--- config.mk ---
export PLATFORM = sky130hd
export DESIGN_NAME = pipelined_adder_flat
export DESIGN_NICKNAME = d
export VERILOG_FILES = /design/src/rtl/pipelined_adder_if.sv /design/src/rtl/pipelined_adder.sv /design/src/flat_wrapper.sv
export SDC_FILE = /design/constraint.sdc
export NUM_CORES = 1
export LEC_CHECK = 0
export ABC_AREA = 1
export CORE_MARGIN = 2
export CORE_UTILIZATION = 40
export CTS_CLUSTER_SIZE = 40
export DETAILED_ROUTE_END_ITERATION = 12
export SETUP_SLACK_MARGIN = 0.05
export SLEW_MARGIN = 20
export SYNTH_ARGS = -nofsm -noshare
export SYNTH_HDL_FRONTEND = slang
export SYNTH_SLANG_ARGS = --single-unit
--- constraint.sdc ---
create_clock -name clk -period 2 [get_ports clk]
set_input_delay 0.5 -clock clk [delete_from_list [all_inputs] [get_ports clk]]
set_output_delay 0.5 -clock clk [all_outputs]
set_load 0.05 [all_outputs]
--- src/rtl/pipelined_adder_if.sv ---
`default_nettype none
// pipelined_adder_if: valid/ready operand and result bus for pipelined_adder.
// The ovf signal exists only when PIPE_ADDER_OVF_EN is defined.
interface pipelined_adder_if #(
   parameter int WIDTH = 16
);
   logic             in_valid;
   logic             in_ready;
   logic [WIDTH-1:0] a;
   logic [WIDTH-1:0] b;
   logic             cin;
   logic             out_valid;
   logic             out_ready;
   logic [WIDTH-1:0] s;
   logic             cout;
`ifdef PIPE_ADDER_OVF_EN
   logic             ovf;

   modport master (
      output in_valid, a, b, cin, out_ready,
      input  in_ready, out_valid, s, cout, ovf
   );
   modport slave (
      input  in_valid, a, b, cin, out_ready,
      output in_ready, out_valid, s, cout, ovf
   );
`else
   modport master (
      output in_valid, a, b, cin, out_ready,
      input  in_ready, out_valid, s, cout
   );
   modport slave (
      input  in_valid, a, b, cin, out_ready,
      output in_ready, out_valid, s, cout
   );
`endif
endinterface
`default_nettype wire

--- src/rtl/pipelined_adder.sv ---
`default_nettype none
//==============================================================================
// pipelined_adder: CHUNK-bit-per-stage ripple-carry adder, valid/ready stream.
// Optional signed overflow flag with PIPE_ADDER_OVF_EN.  Rev 1.0
//==============================================================================
module pipelined_adder #(
   parameter int WIDTH = 16,
   parameter int CHUNK = 4
) (
   input  wire logic        clk,
   input  wire logic        rst_n,
   pipelined_adder_if.slave bus
);
   localparam int STAGES = WIDTH / CHUNK;

   genvar k;
   generate
      for (k = 0; k < STAGES; k++) begin : g_stage
         localparam int LOW = k * CHUNK;
         localparam int OPW = WIDTH - LOW;
         localparam int SW  = LOW + CHUNK;

         logic           r_v;
         logic           r_c;
         logic [SW-1:0]  r_sum;
         logic           w_acc;
         logic           w_up_v;
         logic           w_cin;
         logic [OPW-1:0] w_a;
         logic [OPW-1:0] w_b;
         logic [SW-1:0]  w_sum;
         logic [CHUNK:0] w_add;
         logic           w_load;

         assign w_add  = {1'b0, w_a[CHUNK-1:0]} + {1'b0, w_b[CHUNK-1:0]}
                       + {{CHUNK{1'b0}}, w_cin};
         assign w_load = w_acc && w_up_v;

         if (k == 0) begin : g_first
            assign w_up_v = bus.in_valid;
            assign w_cin  = bus.cin;
            assign w_a    = bus.a;
            assign w_b    = bus.b;
            assign w_sum  = w_add[CHUNK-1:0];
         end else begin : g_next
            assign w_up_v = g_stage[k-1].r_v;
            assign w_cin  = g_stage[k-1].r_c;
            assign w_a    = g_stage[k-1].g_mid.r_a;
            assign w_b    = g_stage[k-1].g_mid.r_b;
            assign w_sum  = {w_add[CHUNK-1:0], g_stage[k-1].r_sum};
         end

         // A stage drops its valid bit when it accepts with nothing upstream,
         // which is what lets bubbles collapse.
         always_ff @(posedge clk or negedge rst_n) begin
            if (!rst_n) begin
               r_v   <= 1'b0;
               r_c   <= 1'b0;
               r_sum <= '0;
            end else begin
               if (w_acc) begin
                  r_v <= w_up_v;
               end
               if (w_load) begin
                  r_c   <= w_add[CHUNK];
                  r_sum <= w_sum;
               end
            end
         end

         if (k == STAGES-1) begin : g_last
            assign w_acc = !r_v || bus.out_ready;
`ifdef PIPE_ADDER_OVF_EN
            logic r_ovf;
            logic w_ovf;

            assign w_ovf = (w_a[OPW-1] == w_b[OPW-1]) && (w_add[CHUNK-1] != w_a[OPW-1]);

            always_ff @(posedge clk or negedge rst_n) begin
               if (!rst_n) begin
                  r_ovf <= 1'b0;
               end else if (w_load) begin
                  r_ovf <= w_ovf;
               end
            end

            assign bus.ovf = r_ovf;
`endif
         end else begin : g_mid
            logic [OPW-CHUNK-1:0] r_a;
            logic [OPW-CHUNK-1:0] r_b;

            assign w_acc = !r_v || g_stage[k+1].w_acc;

            // Skew registers: operand bits not yet added travel with the sum.
            always_ff @(posedge clk or negedge rst_n) begin
               if (!rst_n) begin
                  r_a <= '0;
                  r_b <= '0;
               end else if (w_load) begin
                  r_a <= w_a[OPW-1:CHUNK];
                  r_b <= w_b[OPW-1:CHUNK];
               end
            end
         end
      end
   endgenerate

   assign bus.in_ready  = g_stage[0].w_acc;
   assign bus.out_valid = g_stage[STAGES-1].r_v;
   assign bus.s         = g_stage[STAGES-1].r_sum;
   assign bus.cout      = g_stage[STAGES-1].r_c;

endmodule
`default_nettype wire
--- src/flat_wrapper.sv ---
// flat-port wrapper written by rule: the top's interface ports become plain ports
module pipelined_adder_flat 
#(
   parameter int WIDTH = 16,
   parameter int CHUNK = 4
)
  (clk, rst_n, bus_in_valid, bus_a, bus_b, bus_cin, bus_out_ready, bus_in_ready, bus_out_valid, bus_s, bus_cout);
  pipelined_adder_if #(.WIDTH(WIDTH)) bus_i ();
  input  wire logic clk;
  input  wire logic rst_n;
  input wire logic [$bits(bus_i.in_valid)-1:0] bus_in_valid;
  input wire logic [$bits(bus_i.a)-1:0] bus_a;
  input wire logic [$bits(bus_i.b)-1:0] bus_b;
  input wire logic [$bits(bus_i.cin)-1:0] bus_cin;
  input wire logic [$bits(bus_i.out_ready)-1:0] bus_out_ready;
  output wire logic [$bits(bus_i.in_ready)-1:0] bus_in_ready;
  output wire logic [$bits(bus_i.out_valid)-1:0] bus_out_valid;
  output wire logic [$bits(bus_i.s)-1:0] bus_s;
  output wire logic [$bits(bus_i.cout)-1:0] bus_cout;
  assign bus_i.in_valid = bus_in_valid;
  assign bus_i.a = bus_a;
  assign bus_i.b = bus_b;
  assign bus_i.cin = bus_cin;
  assign bus_i.out_ready = bus_out_ready;
  assign bus_in_ready = bus_i.in_ready;
  assign bus_out_valid = bus_i.out_valid;
  assign bus_s = bus_i.s;
  assign bus_cout = bus_i.cout;
  pipelined_adder #(.WIDTH(WIDTH), .CHUNK(CHUNK)) u_core (.clk(clk), .rst_n(rst_n), .bus(bus_i));
endmodule
### After elaboration in Yosys (flattened, before gate mapping)

Index checks and enable logic that the tools add are counted.

| cells by class | value |
|---|---|
| $add $sub $neg | 8 |
| reduce and logical (&&, ||, !) cells | 12 |

Operator list:

| operator | number |
|---|---|
| $add A4 B4 Y5 | 4 |
| $add A5 B1 Y5 | 4 |
| $logic_and A1 B1 Y1 | 4 |
| $logic_not A1 Y1 | 4 |
| $logic_or A1 B1 Y1 | 4 |

| storage, ports and cells | value |
|---|---|
| flip-flop bits (word level) | 96 |
| input bits | 37 |
| output and inout bits | 19 |
| logic and storage cells | 38 |

### Logic depth before layout (Yosys ltp)

| logic depth | value |
|---|---|
| depth after elaboration | 6 |
| depth in mapped cells | 8 |
| mapped depth without buffers | 8 |

### Worst setup path after synthesis

No wires, ideal clock.

| path | value |
|---|---|
| kind | reg-to-output |
| start point | reg u_core.g_stage[3].r_v, in the netlist u_core.bus.out_valid |
| end point | out bus_in_ready |
| arrival | 1.492 ns |
| required time | 1.500 ns |
| path slack | 0.008 ns |
| cell stages (with the launch flop) | 5 |
| buffers on the path | 1 |
| path through | dfrtp_1 -> inv_1 -> nor2_4 -> nand4_2 -> clkbuf_1 |

| between the ends | value |
|---|---|
| word-level cells in the longest chain between the ends | 5 |

Ends and longest elaborated chain:

| what | RTL line | text |
|---|---|---|
| from (decl) | pipelined_adder.sv:23 | `logic r_v;` |
| from (signal assigned) | pipelined_adder.sv:62 | `r_v <= w_up_v;` |
| $logic_not A1 Y1 | pipelined_adder.sv:72 | `assign w_acc = !r_v \|\| bus.out_ready;` |
| $logic_or A1 B1 Y1 | pipelined_adder.sv:72 |  |
| $logic_or A1 B1 Y1 (3 in a row) | pipelined_adder.sv:93 | `assign w_acc = !r_v \|\| g_stage[k+1].w_acc;` |
| to (decl) | flat_wrapper.sv:16 | `output wire logic [$bits(bus_i.in_ready)-1:0] bus_in_ready;` |

Every way passes these cells.

### Worst setup path in the final report

| path | value |
|---|---|
| start point | in bus_cin |
| end point | reg u_core.g_stage[0].r_sum[1] |

| between the ends | value |
|---|---|
| word-level cells in the longest chain between the ends | 1 |

Ends and longest elaborated chain:

| what | RTL line | text |
|---|---|---|
| from (decl) | flat_wrapper.sv:14 | `input wire logic [$bits(bus_i.cin)-1:0] bus_cin;` |
| $add A5 B1 Y5 | pipelined_adder.sv:36 | `+ {{CHUNK{1'b0}}, w_cin};` |
| to (signal assigned) | pipelined_adder.sv:66 | `r_sum <= w_sum;` |
| to (decl) | pipelined_adder.sv:25 | `logic [SW-1:0] r_sum;` |

Every way passes these cells.
A chain may end at the register's enable or synchronous reset.

==> impl_results.md <==
- Status: completed
- Post-synth ARST share: 100.0%
- Area of the core: 10,280 sq um
- Share of post-route cells with drive strength above 1: 10.43%
- Placed cell areas: 4952 sq um
- Power Density: 1236 nW/um^2
- DIE WIDTH: 106.8 um
- Inst Count DP: 656
- Seq pwr share: 44.7%
- TNS Setup: 0 ps
- Buf+Inv Stages, Crit Path: 2
- M1 GR Usage: 22.81%
- WP data required: 2300 ps
- Max-Cap Viols: 0
- Combinational group share of total power: 35.9%
- Tmin final: 1800 ps
- Setup-failing EPs final: 0
- Clk sink count: 96
- Worst-Skew Late Latency: 350 ps
- Num CTS Buffers: 9
- Yosys Warn Count: 0
- Cell count after synthesis: 472
- RSZ-0062 raised after global routing: no
- Average wire per standard cell: 11.78 um
- Kind of critical path: primary input to flip-flop
- Vias: 3,022
- GRT overflow: 0
- Avg Inst Size Synth: 8.963 sq um
- Mapped Area: 4230 sq um
- R2R cell count: 4
- Final hold vios: 0
- CTS Buffer Depth: 2
- Dominant register cell in the synthesized netlist: dfrtp_1
- Yosys top cell by area: dfrtp_1
- Critical path arrival: 2100 ps
- Final ANT Viol Nets: 0
- Most numerous cell on the critical path: fa_1
- Endpoint class of the critical path: flip-flop
- Gr usage total: 15.35%
- FMAX: 555.5 MHz
- Max_slew headroom: 75.02%
- Initial antenna violation count: 0
- Met3 GRT Util: 3.100%
- Leakage power: 2.702 nW
- Sw Share: 38.09%
- Clock Skew: 8.626 ps
- Placement Setup Slack: -175.5 ps
- Most numerous cell in the Yosys netlist: nand2_1
- Critical Path Slowest Stage Cell: fa_1
- Tightest Pin Transition: 374.3 ps
- Die area: 11,410 sq um
- Detailed Place HPWL: 5601 um
- Area growth syn-to-layout: 22.39%
- Top cell type's share of synthesized area: 56.79%
- Synth unique cells: 24
- Layout Cells excl Fill: 673
- Critical path's largest stage delay: 470 ps
- Mapped Nets: 529
- Antenna diodes: 0
- RePlAce Congestion: 0.8065
- Clock transition at the registers of the reported paths: 90 ps
- Initial DRC count: 113
- Final setup margin: 199.7 ps
- Clock Power Share: 19.5%
- WP depth: 6
- Final instance area: 5177 sq um
- Crit-path max FO: 3
- CTS tree: yes
- Vertical die dimension: 106.8 um
- Hold_ws: 92.19 ps
- Number of global-route vias before repair: 2,953
- Htree depth: 3
- Fin. max-slew vios: 0
- Ports: 56
- Initial Utilization: 41.16%
- Post-synthesis sequential area ratio: 56.79%
- Via/cell ratio: 4.490
- Gr busiest metal: met1
- DR DRC count: 0
- Routed WL: 7925 um
- Post-synth top cells: nand2_1 (225), dfrtp_1 (96), nand3_1 (36)
- Number of synthesized flops with an enable pin: 0
- R2r startpoint: u_core.g_stage[2].g_mid.r_b[0]
- Top post-synthesis cells by area: dfrtp_1 (57%), nand2_1 (20%), nand3_1 (4.3%), fa_1 (3.8%), ha_1 (3.5%)
- Final period util: 90.02%
- Internal: 3.961 mW
- Hold WC Path Type: primary input to async pin
- DRT Pass-1 Iters: 4
- Largest net degree at the start of global routing: 65
- Top delay family on crit path: adder cells
- Worst Setup SP: bus_cin
- First-pass GRT wire length: 13,890 um
- Hold Buf Count CTS: 0
- Met2 GRT Util: 22.57%
- Num rows: 37
- #FFs+latches synth: 96
- Worst vdd ir: 0.0005608 V
- Worst-path cell chain: clkdlybuf4s50_1 -> fa_1 -> inv_1 -> fa_1 -> nand3b_1 -> nand2_1
- IO buf count: 55
- Root buffer cell: clkbuf_8
- Critical Path Source Type: primary input
- Nets: 590
- Switch Pwr: 2.437 mW
-- path summary, 6_finish.rpt --
check / slack (ps) / endpoint
max: 200 / u_core.g_stage[0].r_sum[1]
min: 90 / u_core.bus.s[8]
max reg2reg: 300 / u_core.bus.s[14]
min reg2reg: 470 / u_core.g_stage[1].g_mid.r_a[3]
max in group asynchronous: 1560 / u_core.g_stage[1].g_mid.r_b[2]
min in group clk: 470 / u_core.g_stage[1].g_mid.r_a[3]
-- cell families (layout without fill, tap and decap cells) --
family          count (synthesis)  in the layout  share of synthesized area (%)
compound gates                 32             32                          3.786
xor+xnor                        4              4                         0.8283
fa+ha+maj                      20             20                          7.335
buf+inv                        46            111                          4.880
flops                          96             96                          56.79
simple gates                  274            274                          26.38
-- layout make-up --
cell class | instances | area, sq um
fillers | 1008 | 5100
flip-flops and latches | 96 | 2402
multi-input cells | 330 | 1630
repair buffers | 70 | 681.9
well taps | 136 | 170.2
clock buffers | 10 | 137.6
inverters | 26 | 97.59
clock inverters | 5 | 57.56
-- metrics by stage --
| step | utilization (%) | total power, mW |
|---|---|---|
| 2_1_floorplan | - | 4.454 |
| 3_3_place_gp | 48.19 | 5.150 |
| 3_5_place_dp | 48.19 | 5.203 |
| 4_1_cts | 50.38 | 6.484 |
| 5_1_grt | 50.38 | 6.903 |
| 6_report | 50.38 | 6.399 |
-- cells in the final DEF (no fill, tap or decap) --
| master | n |
|---|---|
| nor2_4 | 1 |
| a21oi_1 | 8 |
| nor2_1 | 3 |
| buf_4 | 29 |
| xor2_1 | 2 |
| clkbuf_8 | 10 |
| nand4_4 | 1 |
| clkinvlp_4 | 3 |
| clkdlybuf4s50_1 | 34 |
| nand2_1 | 225 |
| fa_1 | 8 |
| nor2_2 | 1 |
| dfrtp_1 | 96 |
| nand3_1 | 36 |
| nand3b_1 | 5 |
| ha_1 | 12 |
| or2_2 | 1 |
| inv_1 | 24 |
| o21ai_0 | 16 |
| o21ai_1 | 8 |
| dlygate4sd2_1 | 1 |
| bufinv_16 | 1 |
| buf_12 | 5 |
| nand4_1 | 1 |
| buf_8 | 1 |
| xnor2_1 | 2 |
| inv_2 | 2 |
| clkinv_2 | 1 |
-- layer usage --
metal,share of wire [%],vias to the layer above
li1,-,1601
met1,52,1349
met2,43,66
met3,3.7,6
met4,0.95,0
met5,0,-
-- state kept, by name, summed over array words and instances, names as in the netlist --
name / cells
u_core.g_stage.r_c: 3
u_core.bus.s: 16
u_core.bus.cout: 1
u_core.g_stage.r_sum: 24
u_core.bus.out_valid: 1
u_core.g_stage.g_mid.r_b: 24
u_core.g_stage.r_v: 3
u_core.g_stage.g_mid.r_a: 24
-- repair_timing --
action                                  in CTS  in global routing
setup buffers                                2                  0
resized for setup                            4                  0
endpoints found under the setup margin       1                  0
-- power by group through the flow --
stage,clock network (mW),registers (mW),logic [mW]
after global placement,0,2.88,2.27
final,1.25,2.86,2.30
after global routing,1.38,2.93,2.60
after floorplan,0,3.37,1.09
after CTS,1.29,2.86,2.33
after detailed placement,0,2.90,2.31
No activity file was read; power rests on OpenSTA's default activity.
